File: src/rtl/mem_arbiter_pkg.sv
`default_nettype none
// ============================================================================
// Module   : mem_arbiter_pkg
// Purpose  : Shared memory-bus types, arbiter state and register record.
// Revision : 1.0
// ============================================================================
package mem_arbiter_pkg;

  localparam int c_STARVE_LIMIT = 4;
  localparam int c_CNT_W        = 3;

  typedef struct packed {
    logic        mem_valid;
    logic        mem_instr;
    logic        mem_spec;
    logic        mem_fence;
    logic [31:0] mem_addr;
    logic [31:0] mem_wdata;
    logic [3:0]  mem_wstrb;
  } mem_in_type;

  typedef struct packed {
    logic        mem_ready;
    logic [31:0] mem_rdata;
  } mem_out_type;

  typedef enum logic [1:0] {
    IDLE   = 2'd0,
    BUSY_I = 2'd1,
    BUSY_D = 2'd2
  } arb_state_t;

  // Request slots live in mem_slot; the counter width is a module parameter.
  typedef struct packed {
    arb_state_t state;
    logic       kill;
    logic       overrun;
  } arbiter_reg_type;

  function automatic arbiter_reg_type init_arbiter_reg();
    arbiter_reg_type v;
    v.state   = IDLE;
    v.kill    = 1'b0;
    v.overrun = 1'b0;
    return v;
  endfunction

endpackage
`default_nettype wire

File: src/rtl/mem_arbiter_slot.sv
`default_nettype none
// ============================================================================
// Module   : mem_slot
// Purpose  : One-entry request holding register; a new load wins over clear.
// Revision : 1.0
// ============================================================================
module mem_slot
  import mem_arbiter_pkg::*;
(
  input  logic       clk,
  input  logic       rst_n,
  input  logic       i_load,
  input  logic       i_clear,
  input  mem_in_type i_req,
  output logic       o_full,
  output mem_in_type o_req
);

  logic       r_full;
  mem_in_type r_req;

  always_ff @(posedge clk) begin
    if (!rst_n) begin
      r_full <= 1'b0;
      r_req  <= '0;
    end else if (i_load) begin
      r_full <= 1'b1;
      r_req  <= i_req;
    end else if (i_clear) begin
      r_full <= 1'b0;
    end
  end

  assign o_full = r_full;
  assign o_req  = r_req;

endmodule
`default_nettype wire

File: src/rtl/mem_arbiter.sv
`default_nettype none
// ============================================================================
// Module   : mem_arbiter
// Purpose  : Shares one memory port between fetch and data, data-first with
//            a fetch starvation guard and speculative fetch redirect.
// Revision : 1.0
// ============================================================================
module mem_arbiter
  import mem_arbiter_pkg::*;
#(
  parameter int STARVE_LIMIT = c_STARVE_LIMIT,
  parameter int CNT_W        = c_CNT_W
) (
  input  logic        reset,
  input  logic        clock,
  input  mem_in_type  imem_in,
  output mem_out_type imem_out,
  input  mem_in_type  dmem_in,
  output mem_out_type dmem_out,
  output mem_in_type  mem_in,
  input  mem_out_type mem_out,
  output logic        dmem_overrun
);

  localparam logic [CNT_W-1:0] c_LIMIT = CNT_W'(STARVE_LIMIT);

  arbiter_reg_type  r;
  arbiter_reg_type  rin;
  logic [CNT_W-1:0] r_cnt;
  logic [CNT_W-1:0] w_cnt_next;

  logic       w_pend_i;
  logic       w_pend_d;
  mem_in_type w_slot_i;
  mem_in_type w_slot_d;
  logic       w_grant_i;
  logic       w_grant_d;
  logic       w_redirect;
  logic       w_suppress;

  mem_slot u_slot_i (
    .clk     (clock),
    .rst_n   (reset),
    .i_load  (imem_in.mem_valid),
    .i_clear (w_grant_i),
    .i_req   (imem_in),
    .o_full  (w_pend_i),
    .o_req   (w_slot_i)
  );

  mem_slot u_slot_d (
    .clk     (clock),
    .rst_n   (reset),
    .i_load  (dmem_in.mem_valid),
    .i_clear (w_grant_d),
    .i_req   (dmem_in),
    .o_full  (w_pend_d),
    .o_req   (w_slot_d)
  );

  assign w_grant_d  = (r.state == IDLE) && w_pend_d && (!w_pend_i || (r_cnt < c_LIMIT));
  assign w_grant_i  = (r.state == IDLE) && w_pend_i && (!w_pend_d || (r_cnt >= c_LIMIT));
  assign w_redirect = imem_in.mem_valid && imem_in.mem_spec;
  // A redirect landing on the response cycle still makes that response stale.
  assign w_suppress = r.kill || w_redirect;

  always_ff @(posedge clock) begin
    if (!reset) begin
      r     <= init_arbiter_reg();
      r_cnt <= '0;
    end else begin
      r     <= rin;
      r_cnt <= w_cnt_next;
    end
  end

  always_comb begin
    rin        = r;
    w_cnt_next = r_cnt;

    case (r.state)
      IDLE: begin
        if (w_grant_d) begin
          rin.state = BUSY_D;
        end else if (w_grant_i) begin
          rin.state = BUSY_I;
        end
      end
      BUSY_I, BUSY_D: begin
        if (mem_out.mem_ready) begin
          rin.state = IDLE;
        end
      end
      default: rin.state = IDLE;
    endcase

    rin.kill = (r.state == BUSY_I) && !mem_out.mem_ready && (r.kill || w_redirect);

    if (dmem_in.mem_valid && w_pend_d && !w_grant_d) begin
      rin.overrun = 1'b1;
    end

    if (!w_pend_i || w_grant_i) begin
      w_cnt_next = '0;
    end else if (w_grant_d && (r_cnt < c_LIMIT)) begin
      w_cnt_next = r_cnt + CNT_W'(1);
    end
  end

  always_comb begin
    mem_in   = '0;
    imem_out = '0;
    dmem_out = '0;
    if (reset) begin
      if (w_grant_d) begin
        mem_in           = w_slot_d;
        mem_in.mem_valid = 1'b1;
        mem_in.mem_instr = 1'b0;
      end else if (w_grant_i) begin
        mem_in           = w_slot_i;
        mem_in.mem_valid = 1'b1;
        mem_in.mem_instr = 1'b1;
      end
      if ((r.state == BUSY_D) && mem_out.mem_ready) begin
        dmem_out = mem_out;
      end
      if ((r.state == BUSY_I) && mem_out.mem_ready && !w_suppress) begin
        imem_out = mem_out;
      end
    end
  end

  assign dmem_overrun = reset && r.overrun;

endmodule
`default_nettype wire

File: config.mk
export PLATFORM = sky130hd
export DESIGN_NAME = mem_arbiter
export DESIGN_NICKNAME = d
export VERILOG_FILES = /design/src/rtl/mem_arbiter_pkg.sv /design/src/rtl/mem_arbiter_slot.sv /design/src/rtl/mem_arbiter.sv
export SDC_FILE = /design/constraint.sdc
export NUM_CORES = 1
export LEC_CHECK = 0
export BUFFER_PORTS_ARGS = -buffer_cell sky130_fd_sc_hd__buf_2
export CAP_MARGIN = 20
export CORE_ASPECT_RATIO = 1.25
export CORE_MARGIN = 4
export CORE_UTILIZATION = 42
export CTS_CLUSTER_DIAMETER = 150
export DETAILED_ROUTE_END_ITERATION = 10
export PLACE_DENSITY = 0.77
export SYNTH_ARGS = -nofsm -noshare
export SYNTH_HDL_FRONTEND = slang
export SYNTH_SLANG_ARGS = --single-unit
File: constraint.sdc
create_clock -name clock -period 1.5 [get_ports clock]
set_input_delay 0.225 -clock clock [delete_from_list [all_inputs] [get_ports clock]]
set_output_delay 0.225 -clock clock [all_outputs]
set_load 0.03 [all_outputs]
==> results.json <==
{
  "final_util": 0.752,
  "drv_slew": 0,
  "ios": 318,
  "yosys.area.top_type_share": 0.453,
  "die-area_um2": 17800,
  "ys_types": 32,
  "r2r_start": "r[2]",
  "max-cap-violations": 0,
  "worstSetupStartpoint": "r[2]",
  "dpl_worst_slack_ns": -0.196,
  "grt_max_degree": 69,
  "final_cell_mix": "buf_2, buf_6, dfxtp_1",
  "worst_slew_pin_slew_ns": 0.451,
  "yosys.area.top_type": "dfxtp_1",
  "holdWs_ns": 0.0348,
  "antenna_found_initial": 0,
  "start_kind": "flop",
  "hold_depth": 2,
  "worstSkewPairLatency_ns": 0.41,
  "min_path_type": "input port to flop",
  "ys_ff_latch": 149,
  "layout_min_cycle_time_ns": 2.14,
  "peakVddDrop_mv": 0.818,
  "drt_wl_total_um": 24900,
  "overflow": 0,
  "dpl_cell_area_um2": 9270,
  "status": "finished with violations",
  "drive_above_1_share": 0.559,
  "final_common_cell": "buf_2",
  "grtUsageTotal": 0.248,
  "drt-pass1-iter-count": 4,
  "stdcell_area_um2": 11400,
  "rows": 50,
  "worst-path-max-fanout": 7,
  "clk_path_buf_depth": 2,
  "cts-buffers-inserted": 17,
  "fmax_mhz": 467,
  "yosys-top-cells-area": "dfxtp_1, mux2i_1, a22o_1",
  "drt_iter0_drc": 325,
  "yosysWarnings": 0,
  "hold_buffers": 0,
  "core_area_um2": 15200,
  "ant_nets": 0,
  "h-tree-depth": 4,
  "seq_area_frac_synth": 0.453,
  "hold_path.startpoint": "mem_out[32]",
  "worstRegToRegCells": 9,
  "numClockSinks": 149,
  "finalWeightedCongestion": 0.797,
  "critPathArrivalTime_ns": 1.92,
  "nets": 1206,
  "dieHeight_um": 148,
  "clkTransAtPathRegs_ns": 0.06,
  "leakage_nw": 5.79,
  "crit_end": "mem_in[49]",
  "rr_endpoint": "r_cnt[1]",
  "grt_first_pass_wirelength_um": 35200,
  "cts-root-buf": "clkbuf_16",
  "synth_nets": 848,
  "io_buffer_count": 315,
  "viasPerCell": 5.15,
  "top_layer_used": "met4",
  "wl_met1_um": 9350,
  "dp_hpwl_um": 14600,
  "min_period_over_period": 1.43,
  "fin_worst_skew_ns": 0.0113,
  "area_growth_pct": 73.6,
  "synth_cells": 664,
  "layout_setup_ws_ns": -0.643,
  "setup_viol": 139,
  "grt_pass1_vias": 6686,
  "pwr_density_cell_nw_per_um2": 1060,
  "drc": 0,
  "slew_headroom": 0.699,
  "cts_tree": "done",
  "hold_viol_final": 0,
  "initial_utilization": 0.433,
  "die_w_um": 120,
  "syn_area_per_cell_um2": 9.92,
  "wire_per_inst_um": 20.0,
  "cp.required_ns": 1.27,
  "timing_worst_setup_path_type": "flop to primary output",
  "syn-cell-area_um2": 6590,
  "rsz0062_at_grt": "true",
  "num_vias": 6406,
  "diodes": 0,
  "r2r_slack_ns": -0.04,
  "setup.worst_path.end_class": "primary output",
  "violations": "setup timing",
  "met3WireLength_um": 1770,
  "wl_met2_um": 12900
}
-- kinds of logic (layout without fill, tap and decap cells) --
kind of cell             after synthesis  in the layout  synth area share
flip-flops                           149            149             0.453
multiplexers                         142            142             0.216
AO/OA/AOI/OAI                         82             82             0.106
XOR/XNOR                               1              1           0.00133
adder cells (fa/ha/maj)                5              5           0.00950
buffers and inverters                 57            428            0.0530
AND/OR/NAND/NOR                      228            228             0.162
-- cells in the mapped netlist (all sizes together) --
| master | instances |
|---|---|
| dfxtp | 149 |
| o211ai | 2 |
| and4 | 2 |
| and2 | 65 |
| o32ai | 1 |
| nand3 | 2 |
| ha | 5 |
| mux2i | 142 |
| a31oi | 2 |
| inv | 4 |
| nor2 | 144 |
| a22o | 70 |
| nor2b | 1 |
| nor3 | 2 |
| nand2b | 1 |
| buf | 38 |
| a21bo | 1 |
| a21boi | 1 |
| o21a | 1 |
| nand2 | 9 |
| a21o | 1 |
| and3 | 1 |
| clkbuf | 15 |
| xor2 | 1 |
| a21oi | 3 |
| nand3b | 1 |
-- routing by layer --
layer | vias up | track usage
met1 | 3054 | 0.288
li1 | 3014 | -
met2 | 272 | 0.431
met3 | 66 | 0.0742
met4 | 0 | 0.0905
met5 | - | 0
-- flip-flops by register name (all words and copies together), names as in the netlist --
signal,cells
u_slot_i.o_full,1
u_slot_d.o_full,1
r,4
u_slot_i.o_req,70
u_slot_d.o_req,70
r_cnt,3
-- worst min-delay path by stage --
stage,end,slack (ns)
after floorplan,r[1],0.30
after global placement,r[0],0.44
after detailed placement,r[1],0.44
after CTS,r[1],0.01
after global routing,r[1],0.03
final,r[1],0.03
-- layout make-up --
class	count	area (um2)
clock inverter	13	160
tap	208	260
clock buffer	19	453
inverter	4	22.5
timing repair buffer	392	3420
multi-input combinational	458	4130
sequential	149	2990
fill	956	3770
-- critical path: stages, from the launching register on --
cell	delay, ns
dfxtp_2	0.34
inv_4	0.09
ha_4	0.15
nand2_4	0.05
nor3_4	0.19
buf_6	0.22
buf_12	0.12
buf_12	0.11
a22o_4	0.12
buf_6	0.12
-- where the power goes --
part / internal, mW / switching (mW) / leakage, nW
Combinational: 1.69 / 1.59 / 4.26
Sequential: 4.22 / 0.202 / 1.23
Clock: 2.60 / 1.81 / 0.299
-- repair_timing --
action                     in CTS  in global routing
pin swaps                       8                 40
setup endpoints to repair     138                144
setup buffers                  17                 14
gates cloned                    5                  7
gates resized for setup       287                115
-- through the flow --
stage | power [mW] | TNS [ns] | cells
6_report | 12.1 | -77.77 | 1243
5_1_grt | 12.6 | -88.03 | 1243
4_1_cts | 11.8 | -74.60 | 1233
3_5_place_dp | 6.84 | -16.09 | 1180
3_3_place_gp | 6.80 | -14.13 | 1180
2_1_floorplan | 6.02 | -2.97 | 664
(Power assumes the default switching activity.)
